<file path="src/rtl/mem_stage_if.sv">
// mem_stage_if: data-bus request/response handshake between the memory stage and the bus.
interface mem_stage_if #(parameter int ADDR_W = 64, parameter int DATA_W = 64);
  logic              dreq_valid;
  logic [ADDR_W-1:0] dreq_addr;
  logic [1:0]        dreq_size;
  logic [DATA_W/8-1:0] dreq_strobe;
  logic [DATA_W-1:0] dreq_data;
  logic              dresp_data_ok;
  logic [DATA_W-1:0] dresp_data;
  modport master(output dreq_valid, dreq_addr, dreq_size, dreq_strobe, dreq_data,
                 input dresp_data_ok, dresp_data);
  modport slave(input dreq_valid, dreq_addr, dreq_size, dreq_strobe, dreq_data,
                output dresp_data_ok, dresp_data);
endinterface

</file>
<file path="src/rtl/mem_stage.sv">
// mem_stage: pipeline memory stage; issues bus requests, aligns store/load data, stalls until the bus completes.
module mem_stage #(parameter int ADDR_W = 64, parameter int DATA_W = 64) (
  input  logic              clk,
  input  logic              reset,
  input  logic              in_valid,
  input  logic [63:0]       in_pc,
  input  logic [DATA_W-1:0] in_alu_out,
  input  logic [DATA_W-1:0] in_wdata,
  input  logic              in_mem_read,
  input  logic              in_mem_write,
  input  logic [1:0]        in_mem_size,
  input  logic              in_mem_unsigned,
  input  logic              in_regwrite,
  input  logic [4:0]        in_dst,
  input  logic              flush,
  mem_stage_if.master       dbus,
  output logic              stall,
  output logic              out_valid,
  output logic [63:0]       out_pc,
  output logic [4:0]        out_dst,
  output logic              out_regwrite,
  output logic [DATA_W-1:0] out_result,
  output logic              out_misalign
);
  localparam int SW = DATA_W / 8;
  typedef enum logic [1:0] {IDLE, REQ, DONE} state_t;
  state_t state;
  logic [ADDR_W-1:0] addrQ;
  logic [1:0]        sizeQ;
  logic [SW-1:0]     strobeQ, sizeMask;
  logic [DATA_W-1:0] dataQ, loadQ, shifted, loadExt;
  logic [2:0]        off, offQ;
  logic              unsQ, drop, memOp, misaligned, go;
  assign off = in_alu_out[2:0];
  assign memOp = in_valid & (in_mem_read | in_mem_write);
  assign misaligned = memOp & ((in_mem_size == 2'd1 & off[0]) | (in_mem_size == 2'd2 & off[1:0] != 2'd0) |
                               (in_mem_size == 2'd3 & off != 3'd0));
  assign go = state == IDLE & memOp & ~misaligned & ~flush;
  assign sizeMask = in_mem_size == 2'd0 ? SW'(8'h01) : in_mem_size == 2'd1 ? SW'(8'h03) :
                    in_mem_size == 2'd2 ? SW'(8'h0F) : {SW{1'b1}};
  // Loads are extracted from the raw beat using the offset captured at request time
  assign shifted = dbus.dresp_data >> {offQ, 3'b000};
  assign loadExt = sizeQ == 2'd0 ? {{(DATA_W-8){~unsQ & shifted[7]}}, shifted[7:0]} :
                   sizeQ == 2'd1 ? {{(DATA_W-16){~unsQ & shifted[15]}}, shifted[15:0]} :
                   sizeQ == 2'd2 ? {{(DATA_W-32){~unsQ & shifted[31]}}, shifted[31:0]} : shifted;
  always_ff @(posedge clk or posedge reset) begin
    if (reset) begin
      state <= IDLE;
      addrQ <= '0;
      sizeQ <= '0;
      strobeQ <= '0;
      dataQ <= '0;
      loadQ <= '0;
      offQ <= '0;
      unsQ <= 1'b0;
      drop <= 1'b0;
    end else begin
      case (state)
        IDLE: begin
          drop <= 1'b0;
          if (go) begin
            addrQ <= in_alu_out[ADDR_W-1:0];
            sizeQ <= in_mem_size;
            strobeQ <= in_mem_write ? sizeMask << off : '0;
            dataQ <= in_wdata << {off, 3'b000};
            offQ <= off;
            unsQ <= in_mem_unsigned;
            state <= REQ;
          end
        end
        REQ: begin
          if (flush) drop <= 1'b1;
          if (dbus.dresp_data_ok) begin
            loadQ <= loadExt;
            state <= DONE;
          end
        end
        DONE: begin
          drop <= 1'b0;
          state <= IDLE;
        end
        default: state <= IDLE;
      endcase
    end
  end
  assign dbus.dreq_valid = state == REQ;
  assign dbus.dreq_addr = addrQ;
  assign dbus.dreq_size = sizeQ;
  assign dbus.dreq_strobe = strobeQ;
  assign dbus.dreq_data = dataQ;
  assign stall = state == REQ | go;
  assign out_valid = state == IDLE ? in_valid & ~flush & (~memOp | misaligned) : state == DONE & ~drop;
  assign out_misalign = state == IDLE & misaligned & ~flush;
  assign out_regwrite = in_regwrite & ~misaligned;
  assign out_result = state == DONE & in_mem_read ? loadQ : in_alu_out;
  assign out_pc = in_pc;
  assign out_dst = in_dst;
endmodule

</file>
<file path="src/flat_wrapper.sv">
// flat-port wrapper written by rule: the top's interface ports become plain ports
module mem_stage_flat 
#(parameter int ADDR_W = 64, parameter int DATA_W = 64)
  (clk, reset, in_valid, in_pc, in_alu_out, in_wdata, in_mem_read, in_mem_write, in_mem_size, in_mem_unsigned, in_regwrite, in_dst, flush, stall, out_valid, out_pc, out_dst, out_regwrite, out_result, out_misalign, dbus_dreq_valid, dbus_dreq_addr, dbus_dreq_size, dbus_dreq_strobe, dbus_dreq_data, dbus_dresp_data_ok, dbus_dresp_data);
  mem_stage_if #(.ADDR_W(ADDR_W), .DATA_W(DATA_W)) dbus_i ();
  input  logic clk;
  input  logic reset;
  input  logic in_valid;
  input  logic [63:0] in_pc;
  input  logic [DATA_W-1:0] in_alu_out;
  input  logic [DATA_W-1:0] in_wdata;
  input  logic in_mem_read;
  input  logic in_mem_write;
  input  logic [1:0] in_mem_size;
  input  logic in_mem_unsigned;
  input  logic in_regwrite;
  input  logic [4:0] in_dst;
  input  logic flush;
  output logic stall;
  output logic out_valid;
  output logic [63:0] out_pc;
  output logic [4:0] out_dst;
  output logic out_regwrite;
  output logic [DATA_W-1:0] out_result;
  output logic out_misalign;
  output wire logic [$bits(dbus_i.dreq_valid)-1:0] dbus_dreq_valid;
  output wire logic [$bits(dbus_i.dreq_addr)-1:0] dbus_dreq_addr;
  output wire logic [$bits(dbus_i.dreq_size)-1:0] dbus_dreq_size;
  output wire logic [$bits(dbus_i.dreq_strobe)-1:0] dbus_dreq_strobe;
  output wire logic [$bits(dbus_i.dreq_data)-1:0] dbus_dreq_data;
  input wire logic [$bits(dbus_i.dresp_data_ok)-1:0] dbus_dresp_data_ok;
  input wire logic [$bits(dbus_i.dresp_data)-1:0] dbus_dresp_data;
  assign dbus_dreq_valid = dbus_i.dreq_valid;
  assign dbus_dreq_addr = dbus_i.dreq_addr;
  assign dbus_dreq_size = dbus_i.dreq_size;
  assign dbus_dreq_strobe = dbus_i.dreq_strobe;
  assign dbus_dreq_data = dbus_i.dreq_data;
  assign dbus_i.dresp_data_ok = dbus_dresp_data_ok;
  assign dbus_i.dresp_data = dbus_dresp_data;
  mem_stage #(.ADDR_W(ADDR_W), .DATA_W(DATA_W)) u_core (.clk(clk), .reset(reset), .in_valid(in_valid), .in_pc(in_pc), .in_alu_out(in_alu_out), .in_wdata(in_wdata), .in_mem_read(in_mem_read), .in_mem_write(in_mem_write), .in_mem_size(in_mem_size), .in_mem_unsigned(in_mem_unsigned), .in_regwrite(in_regwrite), .in_dst(in_dst), .flush(flush), .dbus(dbus_i), .stall(stall), .out_valid(out_valid), .out_pc(out_pc), .out_dst(out_dst), .out_regwrite(out_regwrite), .out_result(out_result), .out_misalign(out_misalign));
endmodule
</file>
<file path="config.mk">
export PLATFORM = sky130hd
export DESIGN_NAME = mem_stage_flat
export DESIGN_NICKNAME = d
export VERILOG_FILES = /design/src/rtl/mem_stage_if.sv /design/src/rtl/mem_stage.sv /design/src/flat_wrapper.sv
export SDC_FILE = /design/constraint.sdc
export NUM_CORES = 1
export LEC_CHECK = 0
export CAP_MARGIN = 20
export CELL_PAD_IN_SITES_DETAIL_PLACEMENT = 0
export CELL_PAD_IN_SITES_GLOBAL_PLACEMENT = 1
export CORE_UTILIZATION = 28
export DETAILED_ROUTE_END_ITERATION = 12
export MAX_ROUTING_LAYER = met4
export PLACE_DENSITY = 0.9
export SETUP_SLACK_MARGIN = 0.5
export SLEW_MARGIN = 10
export SYNTH_ARGS = -nofsm -noshare
export SYNTH_HDL_FRONTEND = slang
export SYNTH_SLANG_ARGS = --single-unit
</file>
<file path="constraint.sdc">
create_clock -name clk -period 6.45 [get_ports clk]
set_clock_uncertainty 0.1 [all_clocks]
set_input_delay 1.29 -clock clk [delete_from_list [all_inputs] [get_ports clk]]
set_output_delay 1.29 -clock clk [all_outputs]
set_load 0.03 [all_outputs]
</file>
==> reports/metrics.yaml <==
global_route:
  antenna_found_initial: 6
  grt_pass1_wl_microns: 72500
  first_global_vias: 11147
  grt_usage_pct: 22.0
  grt_max_degree: 120
  grt_overflow: 0
critical_path:
  critPathRequiredTime_ns: 5.06
  critPathKind: "input pin to output port"
  cp_slowest_cell: "clkdlybuf4s50_1"
  crit_fanout: 9
  cpPeakStageDelay_ns: 0.72
  crit_arrival_ns: 3.51
  crit_path_end_kind: "output port"
  worstSetupStartpointType: "input pin"
  critPathBufInv: 2
  crit_top_cell: "clkdlybuf4s50_1"
  cp_top_family: "buffers and inverters"
  path_cells: "clkdlybuf4s50_1 -> a21oi_1 -> o21ai_1 -> nor2_1 -> o32ai_1 -> clkdlybuf4s50_1"
power_and_ir_drop:
  powerDensity_nw_per_um2: 347
  cellLeakagePower_nw: 7.30
  p_total_mw: 6.02
  peakVddDrop_v: 0.000209
final_layout:
  area_delta_synth_final_pct: 39.3
  design_area_sq_um: 17300
  drive_gt1_share_pct: 11.2
  nNetsFinal: 1939
  fin_cells: 2274
  final_core_util_pct: 39.9
sta:
  relSlewSlack_pct: 31.3
  period_share_pct: 75.9
  hold_viol: 0
  rsz0062_at_grt: "false"
  layout_setup_ws_ns: 1.55
  finalSetupViolCount: 0
  finalCriticalPeriod_ns: 4.90
  slew_violations: 0
  fin_hold_ws_ns: 0.365
  clock.fmax_mhz: 204
  setup_tns_ns: 0
  worst_slew_pin_slew_ns: 1.03
synth:
  synthDominantCellAreaShare_pct: 41.4
  syn_area_sq_um: 12400
  synth_area_leaders: "dfrtp_1, nand2_1, mux2_2"
  ys_top_cells_by_count: "nand2_1, dfrtp_1, nor2_1, mux2_2, buf_4"
  ys_warn_count: 0
  synth.distinct_cells: 55
  synth_top_cell_by_area: "dfrtp_1"
  synth.most_common_cell: "nand2_1"
  ys_seq_elements: 206
  syn_area_per_cell_sq_um: 8.98
  yosysSeqAreaShare_pct: 41.4
  synth_edf_count: 0
  synthArstFlopShare_pct: 100
  synthFlopType: "dfrtp_1"
  synth_nets: 1657
  synthCells: 1385
clock_network:
  hold_buffers: 0
  cts.path.max_buffers: 3
  numCtsBuffers: 26
  htreeDepth: 1
  clk_pin_slew_ns: 0.06
  postCtsResizedCells: 0
  cts_tree: "done"
  cts_sinks: 206
  root_buffer: "clkbuf_16"
  clk_latency_ns: 0.55
  post_cts_buffers: 0
place:
  dp_hpwl_microns: 37800
  place_inst: 2224
  io_buffer_count: 409
  place_congestion: 0.932
  dpl_cell_area_sq_um: 16500
  post-place-ws_ns: 1.56
routing:
  ant_nets: 0
  wl_microns: 50300
  wl_per_cell_microns: 22.1
  drc: 0
  drt-pass1-iter-count: 5
  dr_total_vias: 11608
  dr.first_iter.drc_count: 982
  viasPerCell: 5.10
job:
  drv_cap: 0
floorplan:
  die_w_microns: 213
  die-area_sq_um: 45300
  io_pins: 548
  die_y_microns: 213
  start_util_pct: 28.6
  core_area_sq_um: 43500
  num_rows: 76
hold_path:
  min_path_type: "register to register"
status:
  status: "finished clean"
## area by class of cell
type                            instances  area (sq um)
Inverter                               10          41.3
Antenna cell                            6          15.0
Tap cell                              585           732
Clock inverter                         10           144
Fill cell                            4364         26100
Multi-Input combinational cell        996          6270
Clock buffer                           34           711
Timing Repair Buffer                  427          4260
Sequential cell                       206          5160
## registers in the layout, indices dropped and copies added (netlist names), 2 cells and up
name,cells
u_core.dbus.dreq_data,64
u_core.loadQ,64
u_core.dbus.dreq_addr,62
u_core.dbus.dreq_strobe,8
u_core.dbus.dreq_size,2
u_core.offQ,2
u_core.state,2
## worst register-to-register path, delay by kind of cell, from the launching register on
kind,cells,cell delay (ns)
simple gates,3,1.06
buf+inv,2,0.90
mux,1,0.52
flops,1,0.34
compound gates,1,0.11
## cell families (layout without fill, tap and decap cells)
logic type             after synthesis  count (layout)  synth area share, %
buffers and inverters              183             481                 8.23
AND/OR/NAND/NOR                    550             550                 18.0
flip-flops                         206             206                 41.4
other                                0               6                    0
multiplexers                       183             183                 18.8
AO/OA/AOI/OAI                      263             263                 13.6
## per-layer routing
layer | global-route usage (%) | part of all wire [%]
met5 | - | 0
met4 | 7.37 | 2.9
met3 | 3.78 | 6.4
met2 | 33.6 | 47
met1 | 29.3 | 44
## path summary, 6_finish.rpt
check | endpoint | cells after the start | start | slack, ns
max in group asynchronous | u_core.offQ[1] | 3 | reset | 3.88
hold / removal | u_core.dbus.dreq_data[9] | 2 | u_core.dbus.dreq_data[9] | 0.37
setup reg to reg | u_core.loadQ[39] | 7 | u_core.offQ[1] | 3.29
hold reg to reg | u_core.dbus.dreq_data[9] | 2 | u_core.dbus.dreq_data[9] | 0.37
min in group asynchronous | u_core.dbus.dreq_addr[32] | 2 | reset | 1.09
setup / recovery | out_valid | 6 | in_mem_size[1] | 1.55
## placed cells by master (no fill, tap or decap), types with 3 or more instances in the layout
| cell type | instances |
|---|---|
| diode_2 | 6 |
| mux2_2 | 82 |
| bufinv_16 | 3 |
| nor3_1 | 3 |
| and3_1 | 8 |
| o21ai_0 | 62 |
| buf_4 | 15 |
| o21a_1 | 8 |
| o211ai_1 | 16 |
| clkbuf_1 | 5 |
| nand3_1 | 28 |
| a21oi_1 | 66 |
| a21o_1 | 10 |
| o22a_1 | 14 |
| a2bb2oi_1 | 7 |
| nand2_1 | 305 |
| mux4_2 | 32 |
| clkinv_2 | 3 |
| mux2i_1 | 69 |
| nor2_1 | 175 |
| a31oi_1 | 22 |
| clkinvlp_4 | 4 |
| clkdlybuf4s50_1 | 406 |
| a221oi_1 | 17 |
| a211oi_1 | 11 |
| clkbuf_16 | 26 |
| buf_12 | 3 |
| nand2b_1 | 4 |
| o31ai_1 | 18 |
| inv_2 | 3 |
| nor2b_1 | 9 |
| inv_1 | 6 |
| clkbuf_8 | 3 |
| dfrtp_1 | 205 |
## power breakdown
group          leakage (nW)  switching [mW]  total [mW]  internal [mW]
registers              2.53           0.334        2.04           1.71
logic                  4.36            1.47        2.48           1.01
clock network         0.409           0.602        1.49          0.891
total                  7.30            2.41        6.02           3.61
(Power assumes the default switching activity.)
